<file path="config.mk">
export PLATFORM = sky130hd
export DESIGN_NAME = gate_unit_arbiter
export DESIGN_NICKNAME = d
export VERILOG_FILES = /design/src/rtl/gate_unit_arbiter.sv
export SDC_FILE = /design/constraint.sdc
export NUM_CORES = 1
export LEC_CHECK = 0
export BUFFER_PORTS_ARGS = -buffer_cell sky130_fd_sc_hd__clkbuf_2
export CAP_MARGIN = 20
export CORE_MARGIN = 2
export CORE_UTILIZATION = 51
export DETAILED_ROUTE_END_ITERATION = 12
export GPL_TIMING_DRIVEN = 0
export PLACE_DENSITY = 0.79
export SYNTH_ARGS = -nofsm -noshare
export SYNTH_HDL_FRONTEND = slang
export SYNTH_SLANG_ARGS = --single-unit
</file>
<file path="constraint.sdc">
create_clock -name clk -period 1.55 [get_ports clk]
set_input_delay 0.155 -clock clk [delete_from_list [all_inputs] [get_ports clk]]
set_output_delay 0.155 -clock clk [all_outputs]
set_load 0.005 [all_outputs]
</file>
<file path="src/rtl/gate_unit_arbiter.sv">
// Round-robin arbiter sharing one decoder-based bitwise gate unit between two requesters.
// Accept->EVAL->RESP (response 2 cycles after accept); GATE_ARB_STATS_EN adds grant counters.
module gate_unit_arbiter #(
   parameter int W = 4
) (
   input  logic         clk,
   input  logic         rst,
   input  logic         req0_valid,
   output logic         req0_ready,
   input  logic [2:0]   req0_op,
   input  logic [W-1:0] req0_a,
   input  logic [W-1:0] req0_b,
   input  logic         req1_valid,
   output logic         req1_ready,
   input  logic [2:0]   req1_op,
   input  logic [W-1:0] req1_a,
   input  logic [W-1:0] req1_b,
   output logic         rsp_valid,
   input  logic         rsp_ready,
   output logic [W-1:0] rsp_data,
   output logic         rsp_id,
   output logic         rsp_err,
   output logic         busy
`ifdef GATE_ARB_STATS_EN
   ,
   output logic [15:0]  gnt0_cnt,
   output logic [15:0]  gnt1_cnt
`endif
);

   typedef enum logic [1:0] {S_IDLE, S_EVAL, S_RESP} state_t;

   state_t         state_q, state_d;
   logic           prio_q, prio_d;
   logic [2:0]     op_q, op_d;
   logic [W-1:0]   a_q, a_d, b_q, b_d;
   logic           id_q, id_d;
   logic           rsp_valid_q, rsp_valid_d;
   logic [W-1:0]   rsp_data_q, rsp_data_d;
   logic           rsp_id_q, rsp_id_d;
   logic           rsp_err_q, rsp_err_d;
   logic           busy_q, busy_d;
   logic           gnt0, gnt1;
   logic [W-1:0]   y0, y1, y2, y3, gate_res;

   // Grants are combinational so the winner sees ready in its request cycle.
   always_comb begin
      gnt0 = (state_q == S_IDLE) && !rst && req0_valid && (!req1_valid || !prio_q);
      gnt1 = (state_q == S_IDLE) && !rst && req1_valid && (!req0_valid ||  prio_q);
   end

   always_comb begin
      y0 = ~a_q & ~b_q;
      y1 = ~a_q &  b_q;
      y2 =  a_q & ~b_q;
      y3 =  a_q &  b_q;
      gate_res = '0;
      case (op_q)
         3'd0:    gate_res = y3;
         3'd1:    gate_res = y1 | y2 | y3;
         3'd2:    gate_res = ~a_q;
         3'd3:    gate_res = y0;
         3'd4:    gate_res = ~y3;
         3'd5:    gate_res = y1 | y2;
         3'd6:    gate_res = y0 | y3;
         default: gate_res = '0;
      endcase
   end

   always_comb begin
      state_d     = state_q;
      prio_d      = prio_q;
      op_d        = op_q;
      a_d         = a_q;
      b_d         = b_q;
      id_d        = id_q;
      rsp_valid_d = rsp_valid_q;
      rsp_data_d  = rsp_data_q;
      rsp_id_d    = rsp_id_q;
      rsp_err_d   = rsp_err_q;
      case (state_q)
         S_IDLE: begin
            if (gnt0 || gnt1) begin
               state_d = S_EVAL;
               id_d    = gnt1;
               prio_d  = gnt0;
               op_d    = gnt1 ? req1_op : req0_op;
               a_d     = gnt1 ? req1_a  : req0_a;
               b_d     = gnt1 ? req1_b  : req0_b;
            end
         end
         S_EVAL: begin
            state_d     = S_RESP;
            rsp_valid_d = 1'b1;
            rsp_data_d  = gate_res;
            rsp_id_d    = id_q;
            rsp_err_d   = (op_q == 3'd7);
         end
         S_RESP: begin
            if (rsp_ready) begin
               state_d     = S_IDLE;
               rsp_valid_d = 1'b0;
            end
         end
         default: state_d = S_IDLE;
      endcase
      busy_d = (state_d != S_IDLE);
   end

   always_ff @(posedge clk or posedge rst) begin
      if (rst) begin
         state_q     <= S_IDLE;
         prio_q      <= 1'b0;
         op_q        <= '0;
         a_q         <= '0;
         b_q         <= '0;
         id_q        <= 1'b0;
         rsp_valid_q <= 1'b0;
         rsp_data_q  <= '0;
         rsp_id_q    <= 1'b0;
         rsp_err_q   <= 1'b0;
         busy_q      <= 1'b0;
      end else begin
         state_q     <= state_d;
         prio_q      <= prio_d;
         op_q        <= op_d;
         a_q         <= a_d;
         b_q         <= b_d;
         id_q        <= id_d;
         rsp_valid_q <= rsp_valid_d;
         rsp_data_q  <= rsp_data_d;
         rsp_id_q    <= rsp_id_d;
         rsp_err_q   <= rsp_err_d;
         busy_q      <= busy_d;
      end
   end

   assign req0_ready = gnt0;
   assign req1_ready = gnt1;
   assign rsp_valid  = rsp_valid_q;
   assign rsp_data   = rsp_data_q;
   assign rsp_id     = rsp_id_q;
   assign rsp_err    = rsp_err_q;
   assign busy       = busy_q;

`ifdef GATE_ARB_STATS_EN
   logic [15:0] gnt0_cnt_q, gnt0_cnt_d, gnt1_cnt_q, gnt1_cnt_d;

   // Saturating counters so long runs never wrap back to small values.
   always_comb begin
      gnt0_cnt_d = gnt0_cnt_q;
      gnt1_cnt_d = gnt1_cnt_q;
      if (gnt0 && gnt0_cnt_q != 16'hFFFF) gnt0_cnt_d = gnt0_cnt_q + 16'd1;
      if (gnt1 && gnt1_cnt_q != 16'hFFFF) gnt1_cnt_d = gnt1_cnt_q + 16'd1;
   end

   always_ff @(posedge clk or posedge rst) begin
      if (rst) begin
         gnt0_cnt_q <= '0;
         gnt1_cnt_q <= '0;
      end else begin
         gnt0_cnt_q <= gnt0_cnt_d;
         gnt1_cnt_q <= gnt1_cnt_d;
      end
   end

   assign gnt0_cnt = gnt0_cnt_q;
   assign gnt1_cnt = gnt1_cnt_q;
`endif

endmodule

</file>
; After elaboration in Yosys (flattened, before gate mapping)
; Cells that the tools add are included.
[word_totals]
reg_bits = 23
in_bits = 27
out_inout_bits = 10
[classes]
n_eq_ne = 10
mux = 9
bitwise_logic = 10
n_reduce_logical = 18
[ops]
columns = op, n
row1 = $pmux W4 S7, 1
row2 = $and A4 B4 Y4, 4
row3 = $eq A3 B3 Y1 const B, 4
row4 = $not A4 Y4, 3
row5 = $or A4 B4 Y4, 3
row6 = $mux W4, 2
row7 = $eq A3 B2 Y1 const B, 2
row8 = $pmux W2 S3, 1
row9 = $logic_and A1 B1 Y1, 5
row10 = $logic_not A1 Y1, 4
row11 = $mux W2, 2
row12 = $reduce_and A2 Y1, 2
row13 = $reduce_bool A2 Y1, 2
row14 = $eq A3 B1 Y1 const B, 1
row15 = $logic_not A3 Y1, 1
row16 = $logic_or A1 B1 Y1, 3
row17 = $mux W3, 1
row18 = $eq A2 B1 Y1 const B, 1
row19 = $eq A2 B2 Y1 const B, 1
row20 = $logic_not A2 Y1, 1
row21 = $ne A2 B2 Y1 const B, 1
row22 = $pmux W1 S2, 1
row23 = $mux W1, 1

; Logic depth before layout (Yosys ltp)
; Gate-level depths: netlist of the first run.
[depth]
depth_word = 8
depth_mapped = 6
depth_no_buf = 6

; Least setup slack after synthesis of the first run
; OpenSTA, ideal clock, no wires.
[synth_path]
path_type = register to register
start = register state_q[0]
end = register prio_q
setup_ns = 0.118
arrival_ns = 1.181
slack_ns = 0.251
path_stages_with_launch = 5
n_path_buf = 1
synth_period_minus_slack_ns = 1.299
path_cell_list = dfrtp_1 nor3_2 nand3_1 clkbuf_1 a21o_1
[synth_via]
elab_chain_cells = 6
elab_cells_between_ends = 8
classes_between = reduce/logical: 8
[synth_lines]
columns = item, line_no
row1 = start: declaration, 33  ; state_t state_q, state_d;
row2 = start signal: assignment, 124  ; state_q <= state_d;
row3 = $logic_not A2 Y1 (*), "48, 49, 81"
row4 = $logic_and A1 B1 Y1, "48, 49"
row5 = $logic_and A1 B1 Y1 (on tied branches) (2 in a row), "48, 49"
row6 = $logic_or A1 B1 Y1, 83  ; if (gnt0 || gnt1) begin
row7 = $reduce_and A2 Y1 (no line), --
row8 = end signal: assignment, 125  ; prio_q <= prio_d;
row9 = end: declaration, 34  ; logic prio_q, prio_d;
; Mark *: on every way between the ends. The rest lies on a longest branch, timed or not.
; A chain may end at the register's enable or synchronous reset.

; Worst setup path in the final report of the first run
[layout_path]
start = register state_q[1]
end = output port req1_ready
[layout_via]
elab_chain_cells = 4
[layout_lines]
columns = item, line_no
row1 = $logic_not A2 Y1, 49  ; gnt1 = (state_q == S_IDLE) && !rst && req1_valid && (!req0_valid || prio_q);
row2 = $logic_and A1 B1 Y1 (3 in a row), 49
row3 = end: declaration, 14  ; output logic req1_ready,
; No other way between the ends.

==> reports/summary.txt, run 1 <==
Post-synth EDFFs = 0
Vias in the first global route = 1,123
Die Height = 54.3 um
Worst Hold Class = input port to asynchronous set/reset pin
Setup crit end kind = primary output
Top post-synthesis cells by count = 26 x nand2_1, 23 x dfrtp_1, 16 x nor2_1
Drt initial violations = 27
Layout cells sized above 1 = 33.0%
Wirelength per Cell = 13.3 um
Max stage delay on crit path = 0.45 ns
Worst r2r dst = op_q[0]$_DFFE_PP0P_
Final setup vio count = 0
Count leader, synth = nand2_1
Root buffer cell = clkbuf_4
H-tree depth = 1
Die Area = 2950 um2
Fmax achieved = 657 MHz
Synth area leaders = dfrtp_1 45%, ha_1 7.8%, nand2_1 7.6%
CTS max path bufs = 2
Post-Route Skew = 0.00928 ns
Slowest CP cell = dfrtp_2
Top cell type's share of synthesized area = 44.7%
Inst Count DP = 214
Worst Path Arrival = 1.37 ns
Worst r2r src = state_q[1]$_DFF_PP0_
Critical path class = flip-flop to primary output
#FFs+latches synth = 23
Final setup margin = 0.0289 ns
Crit path max-delay family = flip-flops
Non-filler cells, final = 227
N_diodes = 0
Hold_buf cts = 0
Area grow syn2layout = 28.6%
DP HPWL = 2150 um
Post-synth design cell area = 1290 um2
Slew Limit Fails = 0
Grt total ovfl = 0
# port buffers = 36
CP Buf/Inv Count = 2
Vias = 1,243
CTS Buf Count = 3
Outcome = complete, no violations
Leakage = 0.841 nW
CTS tree = built
Power density cells = 1590 nW/um2
Multi-input gate area = 647 um2
Register area share after synthesis = 44.7%
Crit path cell chain = nor3_4 -> nand3_2 -> clkinv_4 -> buf_6
Remaining DRCs = 0
Total track usage = 22.2%
Clk pin slew, worst setup/hold paths = 0.13 ns
Final core area utilization = 68.2%
1st-pass router iterations = 4
Mapped Nets = 183
Fillers = 211
Worst-skew pair later-pin latency = 0.31 ns
Netlist cell types = 28
Routability-driven placement congestion ratio = 0.819
Tcrit/Tclk final = 98.1%
Largest net degree at the start of global routing = 24
Max-cap violations = 0
Detailed Route WL = 3020 um
Worst setup path endpoint = req1_ready
Worst vdd ir = 0.000884 V
Top_reg_cell synth = dfrtp_1
DRT antenna net count = 0
Actual slew at the worst max-slew pin = 0.888 ns
WP data required = 1.39 ns
Avg Cell Area, Syn = 8.71 um2
Drt via density = 5.48
Crit-path max FO = 6
CP Launch Point = state_q[1]$_DFF_PP0_
Cell taking the most area after synthesis = dfrtp_1
Crit path launch type = flip-flop
Reg2reg setup slack = 0.05 ns
Minimum clock period = 1.52 ns
FP Rows = 18
Nets@finish = 233
CTS Sinks = 23
Initial antenna violation count = 0
Reg2Reg Depth = 7
Final Hold Fails = 0
Starting Density = 53.0%
Worst relative slew slack = 40.7%
Synth async-reset ratio = 100%
Synth warn = 0
Die width = 54.3 um
Reg area = 578 um2
Syn Inst Count = 148
I/O pin count = 37
RSZ-0062 raised after global routing = true
CP Depth = 4
Dpl ws = 0.00663 ns
First-pass GRT wire length = 4770 um
Core ar. = 2430 um2
## worst min path at each step
stage                                end  slack, ns  cells after the start
floorplan             a_q[0]$_DFFE_PP0P_       0.16                      1
global placement    state_q[1]$_DFF_PP0_       0.36                      2
detailed placement  state_q[1]$_DFF_PP0_       0.38                      2
CTS                 state_q[1]$_DFF_PP0_       0.04                      2
global route        state_q[1]$_DFF_PP0_       0.04                      2
finish                prio_q$_DFFE_PP0P_       0.03                      2
## where the power goes
| group | switching [mW] | internal (mW) | leakage [nW] | total [mW] |
|---|---|---|---|---|
| clock | 0.182 | 0.0962 | 0.0177 | 0.278 |
| sequential | 0.221 | 0.864 | 0.262 | 1.08 |
| combinational | 0.642 | 0.629 | 0.561 | 1.27 |
## layout make-up
class / instances / share of cell area [%]
inverters: 15 / 3.70
clock inverters: 1 / 0.302
clock buffers: 3 / 1.36
flip-flops and latches: 23 / 34.9
well taps: 30 / 2.26
multi-input cells: 103 / 39.0
plain buffers: 5 / 1.89
repair buffers: 47 / 16.6
## stage by stage
stage	cell area, um2	hold WS, ns	setup TNS, ns	power, mW
6_report	1660	0.0319	0	2.63
4_1_cts	1570	0.0398	0	2.58
3_5_place_dp	1510	0.382	0	2.26
5_1_grt	1660	0.0422	-0.0786	2.87
3_3_place_gp	1510	0.357	0	2.16
2_1_floorplan	1290	0.157	0	1.88
## cell families (layout without fill, tap and decap cells)
group	Yosys count	count (layout)	share of synthesized area, %
AND/OR/NAND/NOR	54	54	18.9
adder cells (fa/ha/maj)	8	8	7.77
flip-flops	23	23	44.7
AO/OA/AOI/OAI	41	41	21.6
buffers and inverters	22	71	6.99
## state kept, by name, indices dropped and copies added (netlist names)
name	cells
a_q	4
op_q	3
prio_q	1
rsp_err	1
b_q	4
rsp_data	4
id_q	1
rsp_id	1
rsp_valid	1
state_q	2
busy	1
## cells in the final DEF (no fill, tap or decap), types with 2 or more instances in the layout
cell / synthesis / layout
clkbuf_2: 0 / 34
nand2_1: 26 / 26
dfrtp_1: 23 / 21
nor2_1: 16 / 16
a31oi_1: 15 / 15
inv_1: 13 / 13
buf_4: 1 / 11
ha_1: 8 / 8
a22oi_1: 6 / 6
o21ai_0: 5 / 5
clkbuf_4: 0 / 4
o311ai_0: 4 / 4
o22a_1: 4 / 4
nand2b_1: 3 / 3
buf_6: 0 / 3
nand2b_2: 2 / 2
a21boi_0: 2 / 2
a21oi_1: 2 / 2
dfrtp_2: 0 / 2
## repair_timing
| action | CTS | global route |
|---|---|---|
| setup endpoints to repair | 7 | 16 |
| resized for setup | 5 | 9 |
| setup buffers | 4 | 7 |
| pin swaps | 2 | 3 |
## metal layers
layer  track usage [%]  vias up  wire length, um
met4              7.50        0               27
met5                 0        -                0
met3              1.64        2              129
li1                  -      615                -
met1              28.1      584             1270
met2              39.8       42             1590
(Power assumes the default switching activity.)
==> inputs of run 2 (changes only) <==
--- a/config.mk
+++ b/config.mk
@@ -10,8 +10,8 @@
 export CORE_MARGIN = 2
 export CORE_UTILIZATION = 51
 export DETAILED_ROUTE_END_ITERATION = 12
-export GPL_TIMING_DRIVEN = 0
-export PLACE_DENSITY = 0.79
+export GPL_TIMING_DRIVEN = 1
+export PLACE_DENSITY = 0.87
 export SYNTH_ARGS = -nofsm -noshare
 export SYNTH_HDL_FRONTEND = slang
 export SYNTH_SLANG_ARGS = --single-unit
==> run 2 against run 1 <==
  * Core utilization down 1.1 points
  * Combinational power up 3%
  * Via count up 0.32%
  * Sequential power barely moved
  * Global-route usage up 1.2 points
==> reports/summary.txt, run 2 (synthesis results as in run 1) <==
Total track usage = 23.4% (+1.2 points)
Drt initial violations = 37 (+37%)
# port buffers = 36 (unchanged)
Crit path launch type = flip-flop
First-pass GRT wire length = 4970 um (+4.2%)
Leakage = 0.829 nW (-1.4%)
Hold path startpoint = req0_a[1]
Final setup vio count = 0 (unchanged)
Vias in the first global route = 1,157 (+3.0%)
Tcrit/Tclk final = 98.7% (+0.54 points)
CTS Sinks = 23 (unchanged)
Worst relative slew slack = 68.6% (+28 points)
Nets@finish = 230 (-1.3%)
Worst Path Arrival = 1.37 ns (about the same)
CTS tree = built
Remaining DRCs = 0 (unchanged)
DRT antenna net count = 0 (unchanged)
Most common cell after layout, fill and taps aside = clkbuf_2
Detailed Route WL = 2990 um (-0.99%)
Final setup margin = 0.0206 ns (-0.00830 ns)
Largest net degree at the start of global routing = 25 (+4.2%)
RSZ-0062 raised after global routing = true
Fmax achieved = 654 MHz (-0.54%)
Vias = 1,247 (+0.32%)
Leading cell types in the layout, fill and taps excluded = 36 x clkbuf_2, 26 x nand2_1, 22 x dfrtp_1
Worst-skew pair later-pin latency = 0.32 ns (about the same)
CTS Buf Count = 3 (unchanged)
Setup crit end kind = primary output
CP Launch Point = state_q[0]$_DFF_PP0_
Root buffer cell = clkbuf_4
Worst r2r src = state_q[0]$_DFF_PP0_
Wirelength per Cell = 13.3 um (+0.33%)
Minimum clock period = 1.53 ns (+0.00830 ns)
Starting Density = 53.0% (unchanged)
Die Area = 2950 um2 (unchanged)
I/O pin count = 37 (unchanged)
1st-pass router iterations = 4 (unchanged)
Critical path class = flip-flop to primary output
Worst hold slack = 0.0493 ns (+0.0174 ns)
Grt total ovfl = 0 (unchanged)
WP data required = 1.39 ns (about the same)
Clk pin slew, worst setup/hold paths = 0.13 ns (about the same)
Crit-path max FO = 4 (-2)
Core ar. = 2430 um2 (unchanged)
DP HPWL = 2220 um (+3.0%)
Worst vdd ir = 0.000948 V (+7.3%)
Worst Hold Class = input port to flip-flop
Post-Route Skew = 0.00409 ns (-0.00519 ns)
Die width = 54.3 um (unchanged)
Layout cells sized above 1 = 30.9% (-2.1 points)
FP Rows = 18 (unchanged)
Area grow syn2layout = 26.6%
Outcome = complete, no violations
Dpl ws = 0.145 ns (+0.138 ns)
Actual slew at the worst max-slew pin = 0.465 ns (-0.423 ns)
H-tree depth = 1 (unchanged)
N_diodes = 0 (unchanged)
Die Height = 54.3 um (unchanged)
Max-cap violations = 0 (unchanged)
Power density cells = 1630 nW/um2 (+2.5%)
Setup TNS = 0 ns (unchanged)
Initial antenna violation count = 0 (unchanged)
Drt via density = 5.57 (+1.7%)
Slew Limit Fails = 0 (unchanged)
CTS max path bufs = 2 (unchanged)
Final Hold Fails = 0 (unchanged)
Routability-driven placement congestion ratio = 0.910 (+11%)
==> run 2: through the flow <==
step | utilization (%) | power [mW] | instance area (um2) | instances
3_3_place_gp | 63.2 | 2.20 | 1540 | 214
3_5_place_dp | 63.2 | 2.30 | 1540 | 214
4_1_cts | 65.9 | 2.61 | 1600 | 221
6_report | 67.1 | 2.66 | 1630 | 224
2_1_floorplan | - | 1.88 | 1290 | 148
5_1_grt | 67.1 | 2.90 | 1630 | 224
==> run 2: what timing repair did <==
item | 4_1_cts | 5_1_grt
hold buffers | 1 | 0
setup endpoints to repair | 1 | 2
buffers inserted | 2 | 3
pin swaps | 1 | 2
resized for setup | 4 | 1
hold endpoints to repair | 8 | 0
==> run 2: routing by layer <==
layer | share of wire [%] | global-route usage, % | vias up | routed length, um
met4 | 1.9 | 11.7 | 0 | 56
li1 | - | - | 602 | -
met5 | 0 | 0 | - | 0
met1 | 43 | 28.3 | 604 | 1270
met3 | 3.7 | 3.28 | 6 | 110
met2 | 52 | 40.6 | 35 | 1550
==> run 2: where the power goes <==
group | switching, mW | internal (mW) | leakage [nW]
Clock | 0.185 | 0.101 | 0.0150
Sequential | 0.202 | 0.862 | 0.263
Combinational | 0.662 | 0.646 | 0.551
Total | 1.05 | 1.61 | 0.829
==> run 2: final cells by class <==
cell class                      count  area (um2)
Fill cell                         191         801
Multi-Input combinational cell    103         639
Sequential cell                    23         577
Timing Repair Buffer               49         293
Inverter                           15        58.8
Tap cell                           30        37.5
Clock buffer                        4        26.3
==> run 2: path summary, 6_finish.rpt <==
| check | endpoint | slack [ns] | depth (start not counted) |
|---|---|---|---|
| max in group asynchronous | id_q$_DFFE_PP0P_ | 0.68 | 4 |
| setup / recovery | req1_ready | 0.02 | 4 |
| hold / removal | a_q[1]$_DFFE_PP0P_ | 0.05 | 3 |
| setup reg to reg | b_q[1]$_DFFE_PP0P_ | 0.11 | 6 |
| hold reg to reg | rsp_err$_DFFE_PP0P_ | 0.50 | 2 |
| min in group asynchronous | rsp_data[1]$_DFFE_PP0P_ | 0.35 | 3 |
==> run 2: worst max-delay path: stages, from the launching register on <==
cell and delay (ns):
dfrtp_1 0.44, nor3_4 0.27, nand3_2 0.16, inv_4 0.09, clkbuf_2 0.10
